File: src/rtl/hs_pkg.sv
// Shared definitions for the handshake (valid/ready) datapath stages.
package hs_pkg;

  localparam int unsigned BYTE_W = 8;

  // Ceiling log2, never below 1 so that a counter always has at least one bit.
  function automatic int unsigned clog2(input int unsigned v);
    int unsigned r;
    r = 0;
    for (int unsigned i = 0; i < 32; i++) begin
      if ((32'd1 << i) < v) r = i + 1;
    end
    return (r == 0) ? 1 : r;
  endfunction

  // One keep bit per byte lane.
  function automatic int unsigned keep_width(input int unsigned bytes);
    return bytes;
  endfunction

endpackage

File: src/rtl/hs_byte_packer_if.sv
// Byte-in / word-out valid/ready bus of the byte packer.
interface hs_byte_packer_if #(parameter int unsigned BYTES = 4);
  import hs_pkg::*;

  localparam int unsigned WORD_W = BYTE_W * BYTES;
  localparam int unsigned KEEP_W = keep_width(BYTES);

  logic              valid_pre_i;
  logic [BYTE_W-1:0] data_pre_i;
  logic              last_pre_i;
  logic              ready_pre_o;
  logic              valid_post_o;
  logic [WORD_W-1:0] data_post_o;
  logic [KEEP_W-1:0] keep_post_o;
  logic              last_post_o;
  logic              ready_post_i;

  // Packer side.
  modport slave (
    input  valid_pre_i, data_pre_i, last_pre_i, ready_post_i,
    output ready_pre_o, valid_post_o, data_post_o, keep_post_o, last_post_o
  );

  // Upstream source / downstream sink side.
  modport master (
    output valid_pre_i, data_pre_i, last_pre_i, ready_post_i,
    input  ready_pre_o, valid_post_o, data_post_o, keep_post_o, last_post_o
  );

endinterface

File: src/rtl/hs_out_slot.sv
// Single-entry valid/ready holding register; holds its payload stable until transferred.
module hs_out_slot #(
  parameter int unsigned W  = 32,
  parameter int unsigned KW = 4
) (
  input  logic          clk,
  input  logic          rst,
  input  logic          load,
  input  logic [W-1:0]  ld_data,
  input  logic [KW-1:0] ld_keep,
  input  logic          ld_last,
  input  logic          ready,
  output logic          valid,
  output logic [W-1:0]  data,
  output logic [KW-1:0] keep,
  output logic          last,
  output logic          slot_free_c
);

  assign slot_free_c = !valid || ready;

  // Load wins over transfer: a same-cycle load replaces the word leaving the slot.
  always_ff @(posedge clk or posedge rst) begin
    if (rst) begin
      valid <= 1'b0;
      data  <= '0;
      keep  <= '0;
      last  <= 1'b0;
    end else if (load) begin
      valid <= 1'b1;
      data  <= ld_data;
      keep  <= ld_keep;
      last  <= ld_last;
    end else if (valid && ready) begin
      valid <= 1'b0;
    end
  end

endmodule

File: src/rtl/hs_byte_packer.sv
// Packs BYTES consecutive bytes (first byte in lane 0) into one word with a lane-keep mask.
module hs_byte_packer
  import hs_pkg::*;
#(
  parameter int unsigned BYTES = 4
) (
  input  logic             clk,
  input  logic             rst,
  hs_byte_packer_if.slave  bus
);

  localparam int unsigned WORD_W    = BYTE_W * BYTES;
  localparam int unsigned KEEP_W    = keep_width(BYTES);
  localparam int unsigned CNT_W     = clog2(BYTES);
  localparam logic [CNT_W-1:0] LAST_LANE = CNT_W'(BYTES - 1);

  logic [WORD_W-1:0] acc_data, ins_data, ld_data;
  logic [KEEP_W-1:0] acc_keep, ins_keep, ld_keep;
  logic [CNT_W-1:0]  cnt;
  logic              close_pending;
  logic              slot_free, cnt_last, accept, pend_move, close_now, load, ld_last;

  assign cnt_last        = (cnt == LAST_LANE);
  assign bus.ready_pre_o = !rst && !close_pending && (slot_free || !cnt_last);
  assign accept          = bus.valid_pre_i && bus.ready_pre_o;
  assign pend_move       = close_pending && slot_free;
  assign close_now       = accept && (cnt_last || (bus.last_pre_i && slot_free));
  assign load            = pend_move || close_now;

  // Accumulator with the incoming byte merged into lane cnt.
  always_comb begin
    ins_data = acc_data;
    ins_keep = acc_keep;
    for (int k = 0; k < BYTES; k++) begin
      if (cnt == CNT_W'(k)) begin
        ins_data[k*BYTE_W +: BYTE_W] = bus.data_pre_i;
        ins_keep[k]                  = 1'b1;
      end
    end
    ld_data = close_pending ? acc_data : ins_data;
    ld_keep = close_pending ? acc_keep : ins_keep;
    ld_last = close_pending ? 1'b1     : bus.last_pre_i;
  end

  always_ff @(posedge clk or posedge rst) begin
    if (rst) begin
      acc_data      <= '0;
      acc_keep      <= '0;
      cnt           <= '0;
      close_pending <= 1'b0;
    end else if (pend_move || close_now) begin
      acc_data      <= '0;
      acc_keep      <= '0;
      cnt           <= '0;
      close_pending <= 1'b0;
    end else if (accept) begin
      // A last byte that cannot reach the slot yet waits here as a pending close.
      acc_data      <= ins_data;
      acc_keep      <= ins_keep;
      cnt           <= cnt + CNT_W'(1);
      close_pending <= bus.last_pre_i;
    end
  end

  hs_out_slot #(
    .W  (WORD_W),
    .KW (KEEP_W)
  ) u_out_slot (
    .clk         (clk),
    .rst         (rst),
    .load        (load),
    .ld_data     (ld_data),
    .ld_keep     (ld_keep),
    .ld_last     (ld_last),
    .ready       (bus.ready_post_i),
    .valid       (bus.valid_post_o),
    .data        (bus.data_post_o),
    .keep        (bus.keep_post_o),
    .last        (bus.last_post_o),
    .slot_free_c (slot_free)
  );

endmodule
File: src/flat_wrapper.sv
// flat-port wrapper written by rule: the top's interface ports become plain ports
module hs_byte_packer_flat import hs_pkg::*;
#(
  parameter int unsigned BYTES = 4
)
  (clk, rst, bus_valid_pre_i, bus_data_pre_i, bus_last_pre_i, bus_ready_post_i, bus_ready_pre_o, bus_valid_post_o, bus_data_post_o, bus_keep_post_o, bus_last_post_o);
  hs_byte_packer_if #(.BYTES(BYTES)) bus_i ();
  input  logic clk;
  input  logic rst;
  input wire logic [$bits(bus_i.valid_pre_i)-1:0] bus_valid_pre_i;
  input wire logic [$bits(bus_i.data_pre_i)-1:0] bus_data_pre_i;
  input wire logic [$bits(bus_i.last_pre_i)-1:0] bus_last_pre_i;
  input wire logic [$bits(bus_i.ready_post_i)-1:0] bus_ready_post_i;
  output wire logic [$bits(bus_i.ready_pre_o)-1:0] bus_ready_pre_o;
  output wire logic [$bits(bus_i.valid_post_o)-1:0] bus_valid_post_o;
  output wire logic [$bits(bus_i.data_post_o)-1:0] bus_data_post_o;
  output wire logic [$bits(bus_i.keep_post_o)-1:0] bus_keep_post_o;
  output wire logic [$bits(bus_i.last_post_o)-1:0] bus_last_post_o;
  assign bus_i.valid_pre_i = bus_valid_pre_i;
  assign bus_i.data_pre_i = bus_data_pre_i;
  assign bus_i.last_pre_i = bus_last_pre_i;
  assign bus_i.ready_post_i = bus_ready_post_i;
  assign bus_ready_pre_o = bus_i.ready_pre_o;
  assign bus_valid_post_o = bus_i.valid_post_o;
  assign bus_data_post_o = bus_i.data_post_o;
  assign bus_keep_post_o = bus_i.keep_post_o;
  assign bus_last_post_o = bus_i.last_post_o;
  hs_byte_packer #(.BYTES(BYTES)) u_core (.clk(clk), .rst(rst), .bus(bus_i));
endmodule
File: config.mk
export PLATFORM = sky130hd
export DESIGN_NAME = hs_byte_packer_flat
export DESIGN_NICKNAME = d
export VERILOG_FILES = /design/src/rtl/hs_pkg.sv /design/src/rtl/hs_byte_packer_if.sv /design/src/rtl/hs_out_slot.sv /design/src/rtl/hs_byte_packer.sv /design/src/flat_wrapper.sv
export SDC_FILE = /design/constraint.sdc
export NUM_CORES = 1
export LEC_CHECK = 0
export ABC_AREA = 1
export ABC_CLOCK_PERIOD_IN_PS = 2550
export CORE_UTILIZATION = 35
export CTS_CLUSTER_SIZE = 28
export DETAILED_ROUTE_END_ITERATION = 6
export PLACE_DENSITY_LB_ADDON = 0.2
export SLEW_MARGIN = 10
export SYNTH_ARGS = -nofsm -noshare
export SYNTH_HDL_FRONTEND = slang
export SYNTH_SLANG_ARGS = --single-unit
File: constraint.sdc
create_clock -name clk -period 2.55 [get_ports clk]
set_input_delay 0.51 -clock clk [delete_from_list [all_inputs] [get_ports clk]]
set_output_delay 0.51 -clock clk [all_outputs]
set_load 0.02 [all_outputs]
# Yosys cells after proc, flatten, opt, wreduce, memory -nomap -nowiden
# Cells that the tools add are included.
dict set report op_classes {
  addsub 1
  multipliers 0
  div_mod_pow 0
  magnitude_cmp 0
  eq_ne 3
  n_shift 0
  muxes 21
  bitwise_logic 0
  reduce_logical 18
}
# cell count
set op_table {}
lappend op_table {{$mux 32} 3}
lappend op_table {{$mux 8} 4}
lappend op_table {{$mux 4} 3}
lappend op_table {{$mux 1} 9}
lappend op_table {{$logic_and 1x1->1} 7}
lappend op_table {{$eq 2x2->1 const B} 2}
lappend op_table {{$logic_not 1->1} 4}
lappend op_table {{$logic_or 1x1->1} 4}
lappend op_table {{$mux 2} 2}
lappend op_table {{$reduce_bool 2->1} 2}
lappend op_table {{$add 2x1->2 const B} 1}
lappend op_table {{$eq 2x1->1 const B} 1}
lappend op_table {{$logic_not 2->1} 1}
dict set report totals {
  register_bits 77
  latchBits 0
  mem_bits_rw 0
  romBits 0
  in_bits 13
  output_inout_bits 39
  memories 0
}

# Depth between registers and ports, before layout
# Gate-level depths: netlist of run 1.
dict set report logic_depth {
  word_depth 8
  ltp_mapped 10
  ltp_nobuf 8
}

# Hierarchy
# From an unflattened synthesis of run 1, not the netlist that was laid out.
dict set report unflattened {
  cells_unflattened 487
  area_unflattened_um2 3789.9
}
# module instances cells_per_inst area_each_um2
set by_module_without_submodules {}
lappend by_module_without_submodules {hs_byte_packer 1 325 2312.2}
lappend by_module_without_submodules {hs_out_slot 1 162 1477.7}

# Worst setup path after synthesis of run 1
# Ideal clock, no wire load.
dict set report synth_timing {
  path_type {reg-to-reg}
  start {register u_core.cnt[0]}
  end {register u_core.u_out_slot.data[0]}
  setup_ns 0.117
  t_arrival_ns 1.397
  required_time_ns 2.433
  slack_ns 1.036
  stages_incl_launch_ff 10
  n_path_buf 2
  path_cell_list {dfrtp_1 -> inv_1 -> ha_1 -> buf_2 -> nand2_1 -> buf_2 -> o21ai_0 -> inv_1 -> nand3_1 -> nand2_1}
}
dict set report synth_via {
  elab_chain_cells 7
  word_cells_on_any_way 11
}
# element line_no
set synth_rtl {}
lappend synth_rtl {{start, declared} hs_byte_packer.sv:19} ;# logic [CNT_W-1:0] cnt;
lappend synth_rtl {{start signal, assigned} hs_byte_packer.sv:60} ;# cnt <= cnt + CNT_W'(1);
lappend synth_rtl {{$eq 2x2->1} hs_byte_packer.sv:23} ;# assign cnt_last = (cnt == LAST_LANE);
lappend synth_rtl {{$logic_not 1->1} hs_byte_packer.sv:24} ;# assign bus.ready_pre_o = !rst && !close_pending && (slot_free || !cnt_last);
lappend synth_rtl {{$logic_or 1x1->1} hs_byte_packer.sv:24}
lappend synth_rtl {{$logic_and 1x1->1} hs_byte_packer.sv:24}
lappend synth_rtl {{$logic_and 1x1->1} hs_byte_packer.sv:25} ;# assign accept = bus.valid_pre_i && bus.ready_pre_o;
lappend synth_rtl {{$logic_and 1x1->1} hs_byte_packer.sv:27} ;# assign close_now = accept && (cnt_last || (bus.last_pre_i && slot_free));
lappend synth_rtl {{$logic_or 1x1->1} hs_byte_packer.sv:28} ;# assign load = pend_move || close_now;
lappend synth_rtl {{end signal, assigned} hs_out_slot.sv:31} ;# data <= ld_data;
lappend synth_rtl {{end, declared} hs_out_slot.sv:14} ;# output logic [W-1:0] data,
# Parallel ways exist; a longest one is shown, timed or not.
# A chain may end at the register's enable or synchronous reset.

# Final worst setup path of run 1
dict set report layout_timing {
  start {register u_core.cnt[0]}
  end {output port bus_ready_pre_o}
}
dict set report layout_via {
  elab_chain_cells 4
}
# element line_no
set layout_rtl {}
lappend layout_rtl {{$eq 2x2->1} hs_byte_packer.sv:23}
lappend layout_rtl {{$logic_not 1->1} hs_byte_packer.sv:24}
lappend layout_rtl {{$logic_or 1x1->1} hs_byte_packer.sv:24}
lappend layout_rtl {{$logic_and 1x1->1} hs_byte_packer.sv:24}
lappend layout_rtl {{end, declared} flat_wrapper.sv:14} ;# output wire logic [$bits(bus_i.ready_pre_o)-1:0] bus_ready_pre_o;
# Every way passes these cells.

==> flow_summary_export.csv, run 1 <==
group,metric,value,unit
floorplanning,core,12100,um^2
critical_path,path_max_fanout,3,
power_and_ir_drop,finalPower,7.77,mW
synthesis,seq_area_frac_synth,44.2,%
synthesis,yosys.area.top_type,"dfrtp_1",
power_and_ir_drop,ir_drop,393,uV
grt,grt.overflow.total,0,
synthesis,yosysUniqueCellTypes,17,
finish,antenna_cells,0,
power_and_ir_drop,clkPwrFrac,18.2,%
detailed_routing,firstDrtPassIters,4,
power_and_ir_drop,seqPwrFrac,26.4,%
clocking,clkLatencyLatePin,0.33,ns
worst_hold_path,hold_depth,2,
grt,antenna_found_initial,0,
clocking,clk_pin_slew_worst_paths,0.06,ns
clocking,clockRootBuffer,"clkbuf_16",
synthesis,yosys.area.top_type_share,44.2,%
power_and_ir_drop,switching_share,44.4,%
critical_path,r2r_end,"u_core.u_out_slot.data[31]$_DFFE_PP0P_",
finish,nets,690,
place,gp_congestion,0.761,
floorplanning,die_area,12900,um^2
sta,worstMarginPinSlew,0.517,ns
floorplanning,start_util,36.1,%
worst_hold_path,holdCritStartpoint,"u_core.u_out_slot.data[28]$_DFFE_PP0P_",
sta,final.setup_skew,0.00716,ns
detailed_routing,drt-total-wl,11500,um
grt,grt_usage,19.2,%
worst_hold_path,holdPathEnd,"u_core.u_out_slot.data[28]$_DFFE_PP0P_",
place,numPortBuffers,51,
place,dp.cells,830,
synthesis,synth_area,4360,um^2
floorplanning,ios,52,
synthesis,ys_top_cells_by_area,"dfrtp_1 (44%), nand2_1 (19%), nand3_1 (12%)",
detailed_routing,remaining_drc_errors,0,
sta,drv_slew,0,
critical_path,critical_path_class,"reg2out",
sta,min_period,2.33,ns
place,dp.final_hpwl,7220,um
clocking,cts_resized,0,
synthesis,ys_ff_latch,77,
clocking,tritoncts,"built",
clocking,cts_buffer_depth,2,
grt,grt_pass1_vias,3706,
critical_path,crit_path_end_kind,"primary output",
power_and_ir_drop,internal-power,4.32,mW
clocking,numClockSinks,77,
detailed_routing,first_iter_violations,196,
critical_path,start_kind,"register",
detailed_routing,vias,3965,
synthesis,yosys_warnings,0,
detailed_routing,avgRoutedWirePerCell,13.6,um
clocking,cts_hold_buf,0,
clocking,cts-buffers-inserted,9,
floorplanning,die_w,114,um
sta,fmax,0.429,GHz
sta,rsz0062_at_grt,"false",
finish,fin_cells,846,
critical_path,reg2reg_from,"u_core.cnt[0]$_DFFE_PP0P_",
clocking,h-tree-depth,3,
synthesis,synth_nets,650,
floorplanning,die_h,114,um
grt,grt_max_degree,78,
synthesis,synth_cells,633,
detailed_routing,dr_wl_met3,442,um
detailed_routing,wl_met1,5340,um
floorplanning,rows,40,
detailed_routing,ant_nets,0,
sta,fin_tns_setup,0,ns
finish,drive_gt1_share,6.34,%
job,drv_cap,0,
power_and_ir_drop,power_density,1450,nW/um^2
critical_path,reg2reg_depth,7,
outcome,outcome,"completed",
detailed_routing,maxUsedRoutingLayer,"met4",
sta,hold_viol,0,
sta,fin_crit_sh,91.5,%
grt,grt_pass1_wl,19000,um
synthesis,postSynthAreaPerCell,6.89,um^2
power_and_ir_drop,share_comb_of_total_power,55.4,%
detailed_routing,via_per_inst,4.69,
critical_path,crit_arrival,1.82,ns
clocking,cts_setup_buffers,0,
sta,slew_headroom,65.4,%
power_and_ir_drop,switching_power,3.45,mW
detailed_routing,wl_met2,5660,um
critical_path,rrSetupSlack,0.79,ns
finish,area_delta_synth_final,22.6,%
critical_path,worstPathRequired,2.04,ns
sta,finalSetupViolations,0,
worst_hold_path,hold_class,"reg2reg",
power_and_ir_drop,leakage,2.99,nW
-- power by group through the flow --
| stage | registers [mW] | logic [mW] | clock network, mW |
|---|---|---|---|
| 6_report | 2.05 | 4.31 | 1.42 |
| 5_1_grt | 2.12 | 4.91 | 1.50 |
| 4_1_cts | 2.06 | 4.35 | 1.46 |
| 3_5_place_dp | 2.08 | 4.33 | 0 |
| 3_3_place_gp | 2.05 | 4.24 | 0 |
| 2_1_floorplan | 2.38 | 2.72 | 0 |
-- cell usage in the layout (no fill, tap or decap), types with 2 or more instances in the layout --
| master | count |
|---|---|
| a21oi_1 | 3 |
| buf_12 | 2 |
| buf_4 | 15 |
| bufinv_16 | 2 |
| clkbuf_1 | 2 |
| clkbuf_16 | 9 |
| clkbuf_8 | 2 |
| clkdlybuf4s50_1 | 51 |
| dfrtp_1 | 77 |
| ha_1 | 4 |
| inv_1 | 109 |
| inv_2 | 2 |
| nand2_1 | 221 |
| nand2_2 | 5 |
| nand3_1 | 106 |
| o21ai_0 | 62 |
| or2_2 | 3 |
-- registers in the layout, indices dropped and copies added (netlist names) --
| name | count |
|---|---|
| u_core.cnt | 2 |
| u_core.acc_data | 32 |
| u_core.acc_keep | 4 |
| u_core.u_out_slot.data | 32 |
| u_core.close_pending | 1 |
| u_core.u_out_slot.keep | 4 |
| u_core.u_out_slot.valid | 1 |
| u_core.u_out_slot.last | 1 |
-- cell usage after synthesis --
| cell | count |
|---|---|
| clkbuf_1 | 10 |
| nor2_2 | 1 |
| inv_1 | 110 |
| dfrtp_1 | 77 |
| ha_1 | 4 |
| a21oi_1 | 3 |
| nand2_2 | 5 |
| buf_4 | 3 |
| or2_2 | 3 |
| buf_1 | 1 |
| buf_2 | 21 |
| nand2_1 | 221 |
| nand3_1 | 106 |
| nand3_2 | 1 |
| o21ai_0 | 62 |
| buf_6 | 4 |
| inv_2 | 1 |
-- kinds of logic (layout without fill, tap and decap cells) --
group,count (synthesis),in the layout,share of synthesized area (%)
AO/OA/AOI/OAI,65,65,7.46
adder cells (fa/ha/maj),4,4,1.15
buffers and inverters,150,195,14.5
flip-flops,77,77,44.2
AND/OR/NAND/NOR,337,337,32.7
-- through the flow --
step | util (%) | instance area, um^2 | worst slack (ns) | hold slack [ns]
after floorplan | - | 4360 | 0.0733 | 0.463
after global placement | 41.6 | 5020 | 0.241 | 0.454
after detailed placement | 41.6 | 5020 | 0.232 | 0.461
after CTS | 44.3 | 5350 | 0.206 | 0.476
after global routing | 44.3 | 5350 | 0.136 | 0.493
final | 44.3 | 5350 | 0.217 | 0.470
-- worst max-delay path by stage --
stage,startpoint,end,cells past startpoint
after floorplan,rst,u_core.acc_data[0]$_DFFE_PP0P_,1
after global placement,bus_ready_post_i,bus_ready_pre_o,6
after detailed placement,bus_ready_post_i,bus_ready_pre_o,6
after CTS,u_core.cnt[0]$_DFFE_PP0P_,bus_ready_pre_o,5
after global routing,u_core.cnt[0]$_DFFE_PP0P_,bus_ready_pre_o,5
final,u_core.cnt[0]$_DFFE_PP0P_,bus_ready_pre_o,5
-- routing by layer --
metal,track usage (%),up-vias
met2,33.1,70
met3,3.35,9
met4,5.00,0
met1,24.9,1871
met5,0,-
li1,-,2015
-- critical path, stage by stage (launching register included) --
cell             delay (ns)
dfrtp_1                0.40
ha_1                   0.26
nand3_1                0.14
nand2_1                0.06
inv_1                  0.04
clkdlybuf4s50_1        0.59
-- area by class of cell --
type / count / area [um^2]
clock buffers: 13 / 260
clock inverters: 3 / 67.6
fillers: 1225 / 6720
inverters: 111 / 417
multi-input cells: 406 / 1800
flip-flops and latches: 77 / 1930
well taps: 168 / 210
repair buffers: 68 / 663
(Power assumes the default switching activity.)
==> run 2: changes to the inputs <==
--- a/config.mk
+++ b/config.mk
@@ -11,7 +11,7 @@
 export CTS_CLUSTER_SIZE = 28
 export DETAILED_ROUTE_END_ITERATION = 6
 export PLACE_DENSITY_LB_ADDON = 0.2
-export SLEW_MARGIN = 10
+export SLEW_MARGIN = 20
 export SYNTH_ARGS = -nofsm -noshare
 export SYNTH_HDL_FRONTEND = slang
 export SYNTH_SLANG_ARGS = --single-unit
==> results of run 2 <==
No change in the layout: final DEF, timing and power equal those of run 1.
